===== src/rtl/em_buf_alloc_arb_pkg.sv =====
// Shared types and constants for the edit-memory buffer allocator.
// Supplies fallback values for the codebase reset-name and pointer-width macros.
`ifndef RESET_SIG
`define RESET_SIG rst_n
`endif
`ifndef EM_BUF_PTR_NBITS
`define EM_BUF_PTR_NBITS 4
`endif

package em_buf_alloc_arb_pkg;

    localparam int PTR_NBITS      = `EM_BUF_PTR_NBITS;
    localparam int PEND_NBITS_DEF = 4;
    localparam int PEND_MAX       = (1 << PEND_NBITS_DEF) - 1;

    typedef enum logic {
        ST_INIT = 1'b0,
        ST_RUN  = 1'b1
    } state_t;

    typedef struct packed {
        logic                 valid;
        logic [PTR_NBITS-1:0] ptr;
        logic                 available;
    } resp_t;

endpackage


===== src/rtl/em_buf_freelist.sv =====
// Circular free list of buffer pointers with an init-write port and count.
// A push into a full list is a double free: it is dropped and reported.
module em_buf_freelist
    import em_buf_alloc_arb_pkg::*;
#(
    parameter int BPTR_NBITS = PTR_NBITS
) (
    input  logic                  clk,
    input  logic                  `RESET_SIG,
    input  logic                  init_we,
    input  logic [BPTR_NBITS-1:0] init_ptr,
    input  logic                  push,
    input  logic [BPTR_NBITS-1:0] push_ptr,
    input  logic                  pop,
    output logic [BPTR_NBITS-1:0] head_ptr,
    output logic [BPTR_NBITS:0]   count
);

    localparam int NUM_BUFS = 1 << BPTR_NBITS;
    localparam logic [BPTR_NBITS:0]   CNT_FULL = (BPTR_NBITS+1)'(NUM_BUFS);
    localparam logic [BPTR_NBITS:0]   CNT_ONE  = (BPTR_NBITS+1)'(1);
    localparam logic [BPTR_NBITS-1:0] IDX_ONE  = BPTR_NBITS'(1);

    logic [BPTR_NBITS-1:0] mem [NUM_BUFS];
    logic [BPTR_NBITS-1:0] rd_idx;
    logic [BPTR_NBITS-1:0] wr_idx;
    logic                  wr_en;
    logic                  rd_en;
    logic [BPTR_NBITS-1:0] wr_data;

    always_comb begin
        rd_en   = pop && (count != '0);
        wr_en   = init_we || (push && (count != CNT_FULL));
        wr_data = init_we ? init_ptr : push_ptr;
    end

    assign head_ptr = mem[rd_idx];

    always_ff @(posedge clk) begin
        if (wr_en) begin
            mem[wr_idx] <= wr_data;
        end
    end

    always_ff @(posedge clk) begin
        if (!`RESET_SIG) begin
            rd_idx <= '0;
            wr_idx <= '0;
            count  <= '0;
        end else begin
            if (wr_en) wr_idx <= wr_idx + IDX_ONE;
            if (rd_en) rd_idx <= rd_idx + IDX_ONE;
            case ({wr_en, rd_en})
                2'b10:   count <= count + CNT_ONE;
                2'b01:   count <= count - CNT_ONE;
                default: count <= count;
            endcase
        end
    end

    // Double free is dropped above; flagged as a warning so the pool stays consistent.
    always_ff @(posedge clk) begin
        if (`RESET_SIG) begin
            assert (!(push && (count == CNT_FULL)))
            else $warning("em_buf_freelist: double free of ptr %0d dropped", push_ptr);
        end
    end

endmodule


===== src/rtl/em_buf_alloc_arb.sv =====
// Edit-memory buffer allocator: round-robin arbiter over pending pointer requests.
// Optional statistics outputs are built when EM_BUF_ALLOC_STATS_EN is defined.
//
// state   | meaning
// --------+-----------------------------------------------------------
// ST_INIT | writing pointers 0..NUM_BUFS-1 into the free list; no grants
// ST_RUN  | arbitrating pending tokens; left only through reset
module em_buf_alloc_arb
    import em_buf_alloc_arb_pkg::*;
#(
    parameter int NUM_REQ    = 2,
    parameter int BPTR_NBITS = PTR_NBITS,
    parameter int PEND_NBITS = PEND_NBITS_DEF
) (
    input  logic                  clk,
    input  logic                  `RESET_SIG,
    input  logic [NUM_REQ-1:0]    req,
    input  logic                  free_valid,
    input  logic [BPTR_NBITS-1:0] free_ptr,
    output logic [NUM_REQ-1:0]    buf_valid,
    output logic [BPTR_NBITS-1:0] buf_ptr,
    output logic                  buf_available,
    output logic [BPTR_NBITS:0]   free_cnt,
    output logic                  init_done,
    output logic                  pend_ovf
`ifdef EM_BUF_ALLOC_STATS_EN
    ,
    output logic [31:0]           stat_alloc_cnt,
    output logic [31:0]           stat_empty_cnt,
    output logic [BPTR_NBITS:0]   stat_low_water
`endif
);

    localparam int RR_W = (NUM_REQ > 1) ? $clog2(NUM_REQ) : 1;
    localparam logic [PEND_NBITS-1:0] PMAX     = '1;
    localparam logic [PEND_NBITS-1:0] PEND_ONE = PEND_NBITS'(1);
    localparam logic [RR_W-1:0]       RR_ONE   = RR_W'(1);

    state_t                state;
    logic [BPTR_NBITS-1:0] init_cnt;
    logic [PEND_NBITS-1:0] pend [NUM_REQ];
    logic [RR_W-1:0]       rr_ptr;
    resp_t                 resp_q;
    logic [RR_W-1:0]       resp_idx;

    logic                  grant;
    logic [RR_W-1:0]       winner;
    logic [RR_W-1:0]       cand;
    logic [NUM_REQ-1:0]    gnt_vec;
    logic                  pop;
    logic                  push;
    logic [BPTR_NBITS-1:0] head_ptr;

    em_buf_freelist #(
        .BPTR_NBITS(BPTR_NBITS)
    ) u_freelist (
        .clk       (clk),
        .`RESET_SIG(`RESET_SIG),
        .init_we   (state == ST_INIT),
        .init_ptr  (init_cnt),
        .push      (push),
        .push_ptr  (free_ptr),
        .pop       (pop),
        .head_ptr  (head_ptr),
        .count     (free_cnt)
    );

    always_ff @(posedge clk) begin
        if (!`RESET_SIG) begin
            state     <= ST_INIT;
            init_cnt  <= '0;
            init_done <= 1'b0;
        end else begin
            case (state)
                ST_INIT: begin
                    init_cnt <= init_cnt + BPTR_NBITS'(1);
                    if (init_cnt == '1) begin
                        state     <= ST_RUN;
                        init_done <= 1'b1;
                    end
                end
                ST_RUN: state <= ST_RUN;
            endcase
        end
    end

    // First requester with a pending token at or after rr_ptr, wrapping.
    always_comb begin
        grant  = 1'b0;
        winner = '0;
        cand   = '0;
        for (int i = 0; i < NUM_REQ; i++) begin
            cand = RR_W'((int'(rr_ptr) + i) % NUM_REQ);
            if (!grant && (pend[cand] != '0)) begin
                grant  = 1'b1;
                winner = cand;
            end
        end
        if (state != ST_RUN) grant = 1'b0;
        gnt_vec = grant ? (NUM_REQ'(1) << winner) : '0;
        pop     = grant && (free_cnt != '0);
        push    = free_valid && (state == ST_RUN);
    end

    always_ff @(posedge clk) begin
        if (!`RESET_SIG) begin
            for (int r = 0; r < NUM_REQ; r++) pend[r] <= '0;
            pend_ovf <= 1'b0;
            rr_ptr   <= '0;
        end else begin
            for (int r = 0; r < NUM_REQ; r++) begin
                if (req[r] && !gnt_vec[r]) begin
                    if (pend[r] == PMAX) pend_ovf <= 1'b1;
                    else                 pend[r]  <= pend[r] + PEND_ONE;
                end else if (!req[r] && gnt_vec[r]) begin
                    pend[r] <= pend[r] - PEND_ONE;
                end
            end
            if (grant) begin
                rr_ptr <= (int'(winner) == NUM_REQ - 1) ? '0 : winner + RR_ONE;
            end
        end
    end

    always_ff @(posedge clk) begin
        if (!`RESET_SIG) begin
            resp_q   <= '0;
            resp_idx <= '0;
        end else begin
            resp_q.valid     <= grant;
            resp_q.available <= pop;
            resp_q.ptr       <= pop ? head_ptr : '0;
            if (grant) resp_idx <= winner;
        end
    end

    always_comb begin
        buf_valid     = resp_q.valid ? (NUM_REQ'(1) << resp_idx) : '0;
        buf_ptr       = resp_q.ptr;
        buf_available = resp_q.available;
    end

    always_ff @(posedge clk) begin
        if (`RESET_SIG && (state == ST_INIT)) begin
            assert (!free_valid)
            else $error("em_buf_alloc_arb: buffer returned during free-list init");
        end
    end

`ifdef EM_BUF_ALLOC_STATS_EN
    always_ff @(posedge clk) begin
        if (!`RESET_SIG) begin
            stat_alloc_cnt <= '0;
            stat_empty_cnt <= '0;
            stat_low_water <= '0;
        end else begin
            if (grant && pop)  stat_alloc_cnt <= stat_alloc_cnt + 32'd1;
            if (grant && !pop) stat_empty_cnt <= stat_empty_cnt + 32'd1;
            if ((state == ST_INIT) && (init_cnt == '1)) begin
                stat_low_water <= (BPTR_NBITS+1)'(1 << BPTR_NBITS);
            end else if (init_done && (free_cnt < stat_low_water)) begin
                stat_low_water <= free_cnt;
            end
        end
    end
`endif

endmodule

===== config.mk =====
export PLATFORM = sky130hd
export DESIGN_NAME = em_buf_alloc_arb
export DESIGN_NICKNAME = d
export VERILOG_FILES = /design/src/rtl/em_buf_alloc_arb_pkg.sv /design/src/rtl/em_buf_freelist.sv /design/src/rtl/em_buf_alloc_arb.sv
export SDC_FILE = /design/constraint.sdc
export NUM_CORES = 1
export LEC_CHECK = 0
export BUFFER_PORTS_ARGS = -buffer_cell sky130_fd_sc_hd__buf_2
export CORE_MARGIN = 5
export CORE_UTILIZATION = 41
export DETAILED_ROUTE_END_ITERATION = 6
export RECOVER_POWER = 50
export REMOVE_ABC_BUFFERS = 1
export SLEW_MARGIN = 20
export SYNTH_ARGS = -nofsm -noshare
export SYNTH_HDL_FRONTEND = slang
export SYNTH_HIERARCHICAL = 1
export SYNTH_SLANG_ARGS = --single-unit

===== constraint.sdc =====
create_clock -name clk -period 4.4 [get_ports clk]
set_input_delay 0.44 -clock clk [delete_from_list [all_inputs] [get_ports clk]]
set_output_delay 0.44 -clock clk [all_outputs]
set_load 0.03 [all_outputs]

==> qor.csv <==
stage,metric,value,unit
route,drtIter0Drc,201,
floorplan,initial_core_util,41.3,%
clocking,ctsResizeCount,0,
worst_hold_path,hold_class,flop to flop,
route,wire_per_inst,17.5,µm
floorplan,core_area,11900,µm²
timing,slew_viol_final,0,
timing,grt_setup_unrepaired,no,
clocking,cts_tree,done,
power,power.share.combinational,8.2,%
status,status,completed,
worst_hold_path,hold_end,init_done,
route,routed_via_density,5.45,
clocking,clock_latency,0.35,ns
timing,setup_viol_count_final,0,
layout,syn_to_final_growth,9.24,%
route,wirelength,9760,µm
clocking,path_clk_slew,0.07,ns
synthesis,ys_seq_area_share,57.6,%
clocking,cts_buffer_depth,2,
power,power.share.clock,37.2,%
worst_setup_path,cp_data_arrival_time,3.84,ns
worst_setup_path,cp_data_required_time,4.68,ns
synthesis,syn_avg_cell_area,12.6,µm²
timing,fin_crit_sh,80.9,%
worst_setup_path,path_class,flop to flop,
power,power.density,387,nW/µm²
layout,post-route-util,45.2,%
power,vdd_ir_drop_max,0.267,mV
synthesis,synth-edff-count,72,
global_route,grt_max_degree,26,
placed_design,dp_hpwl,6790,µm
placed_design,port_buffers,22,
global_route,grt_usage,14.4,%
synthesis,ys_ff_latch,105,
worst_setup_path,cp-end-kind,flop,
job,max_cap_viol_count,0,
layout,layout-drive-gt1-share,12.5,%
floorplan,rows,40,
synthesis,ys.flop_type,edfxtp_1,
placed_design,dp_cells,540,
layout,final-instance-count-excl-fill,556,
layout,nNetsFinal,428,
synthesis,netlist_area,4900,µm²
clocking,cts.htree.levels,3,
layout,fin_area,5360,µm²
timing,fmax,281,MHz
global_route,antenna_found_initial,0,
floorplan,die_w,119,µm
timing,hold_viol_final,0,
clocking,post_cts_buffers,0,
floorplan,ioPinCount,23,
placed_design,dpl_cell_area,5110,µm²
layout,diodes,0,
placed_design,gp_congestion,0.881,
worst_setup_path,path_max_fanout,9,
route,drt-pass1-iter-count,4,
global_route,grt_pass1_vias,3128,
floorplan,dieArea,14200,µm²
clocking,numCtsBuffers,9,
power,p_int,1.56,mW
synthesis,syn_inst,388,
timing,period_minus_slack,3.56,ns
worst_hold_path,hold-path-cell-count,1,
power,seqPwrFrac,54.6,%
worst_setup_path,critPathLaunchType,flop,
route,route.detailed.drc,0,
power,p_sw,0.515,mW
route,ant_nets,0,
power,total_leakage_power,1.89,nW
timing,clock_skew,0.00981,ns
clocking,hold_buffers,0,
global_route,grt_pass1_wl,15900,µm
timing,relSlewSlack,44.8,%
synthesis,ys_types,60,
synthesis,synthArstFlopShare,0,%
global_route,overflow,0,
clocking,clockRootBuffer,clkbuf_16,
layout,nFillCells,1088,
worst_setup_path,reg2reg_slack,0.84,ns
worst_setup_path,r2r-end,u_freelist/count[4],
worst_setup_path,reg2reg_from,pend[1][0],
timing,fin_tns_setup,0,ns
power,swShare,24.8,%
worst_setup_path,ff2ff_path_depth,12,
synthesis,ys_warn_count,6,
timing,finalHoldWorstSlack,0.476,ns
route,vias,3032,
timing,worstMarginPinSlew,0.827,ns
worst_hold_path,hp-start,init_done,
floorplan,dieHeight,119,µm
clocking,cts.sinks,105,
-- sequential cells by signal, indices dropped and copies added (netlist names), named ones only --
name	flops
u_freelist/rd_idx	4
u_freelist/wr_idx	4
rr_ptr	1
pend_ovf	1
init_done	1
buf_ptr	4
u_freelist/mem	64
init_cnt	4
buf_available	1
resp_idx	1
state	1
u_freelist/count	5
resp_q	1
pend	8
-- cell usage after synthesis, drive strengths merged, types with 6 or more instances --
library cell   n  area share [%]
mux4          16             7.3
clkbuf         7            0.54
nor2          34             2.7
buf           10             1.4
ha            14             3.6
a21oi          7            0.71
xor2           7             1.3
nand2b         6            0.77
nor2b          6            0.77
xnor2          6             1.1
nand3         17             1.7
dfxtp         33              13
nor3           9            0.92
a22oi         10             1.6
and2          13             1.7
edfxtp        72              44
inv           16             1.3
nand2         26             2.0
o21ai         10             1.3
nand4          6            0.77
-- per-stage QoR --
stage / power (mW) / setup slack, ns
5_1_grt: 2.16 / 0.491
3_3_place_gp: 1.32 / 1.09
6_report: 2.07 / 0.839
3_5_place_dp: 1.33 / 0.930
2_1_floorplan: 1.27 / 1.37
4_1_cts: 2.10 / 0.901
-- cell families after synthesis --
group | Yosys count | share of synthesized area [%]
buf+inv | 33 | 3.16
simple gates | 141 | 15.2
xor+xnor | 13 | 2.32
flops | 105 | 57.6
fa+ha+maj | 15 | 3.98
mux | 23 | 8.88
compound gates | 58 | 8.91
-- worst max-delay path, stage by stage, from the launching register on --
cell       delay (ns)
edfxtp_1         0.49
nor4_1           0.69
o21ai_0          0.20
nand3_1          0.20
nor2_1           0.11
o21ai_4          0.10
inv_1            0.09
ha_1             0.30
ha_1             0.37
o21ai_0          0.09
or3_1            0.36
a2111oi_0        0.35
nand4b_1         0.16
-- layer usage --
layer  wire, µm  up-vias  global-route usage, %
met4        106        0                   3.51
met3        321        5                   3.51
met1       4370     1496                   17.8
met2       4960       47                   25.3
met5          0        -                      0
li1           -     1484                      -
-- worst max path at each step --
| stage | from | to | slack (ns) | cells after the start |
|---|---|---|---|---|
| detailed placement | pend[1][0] | u_freelist/count[4] | 0.93 | 12 |
| finish | pend[1][0] | u_freelist/count[4] | 0.84 | 12 |
| floorplan | pend[1][0] | u_freelist/count[4] | 1.37 | 12 |
| global placement | pend[1][0] | u_freelist/count[4] | 1.09 | 12 |
| global route | pend[1][0] | u_freelist/count[4] | 0.49 | 12 |
| CTS | pend[1][0] | u_freelist/count[4] | 0.90 | 12 |
-- power by group through the flow --
stage	clock network (mW)	logic, mW	registers (mW)
4_1_cts	0.793	0.174	1.13
6_report	0.771	0.170	1.13
3_5_place_dp	0	0.173	1.15
5_1_grt	0.833	0.191	1.14
2_1_floorplan	0	0.122	1.15
3_3_place_gp	0	0.169	1.15
-- area by class of cell --
class / count / area, µm² / share of cell area, %
timing repair buffer: 22 / 92.6 / 1.73
clock buffer: 9 / 225 / 4.20
sequential: 105 / 2820 / 52.7
multi-input combinational: 250 / 1910 / 35.7
clock inverter: 7 / 58.8 / 1.10
inverter: 16 / 61.3 / 1.14
tap: 147 / 184 / 3.43
-- cell usage in the layout (no fill, tap or decap), types with 3 or more instances in the layout --
master     Yosys  layout
a21boi_0       3       3
a21o_1         4       4
a21oi_1        7       7
a22oi_1        9       9
a2bb2oi_1      3       3
and2_1        13      12
and3_1         4       4
buf_2          5       8
clkbuf_1       7      14
clkbuf_16      0       9
dfxtp_1       33      32
edfxtp_1      72      72
ha_1          14      14
inv_1         15      15
mux2_1         0       4
mux2i_1        3       3
mux4_2        16      16
nand2_1       26      26
nand2b_1       6       6
nand3_1       17      17
nand4_1        6       6
nand4b_1       3       3
nor2_1        33      33
nor2b_1        6       6
nor3_1         9       9
o211ai_1       3       3
o21a_1         5       5
o21ai_0        8       8
or3_1          4       4
xnor2_1        6       6
xor2_1         7       7
(Power assumes the default switching activity.)
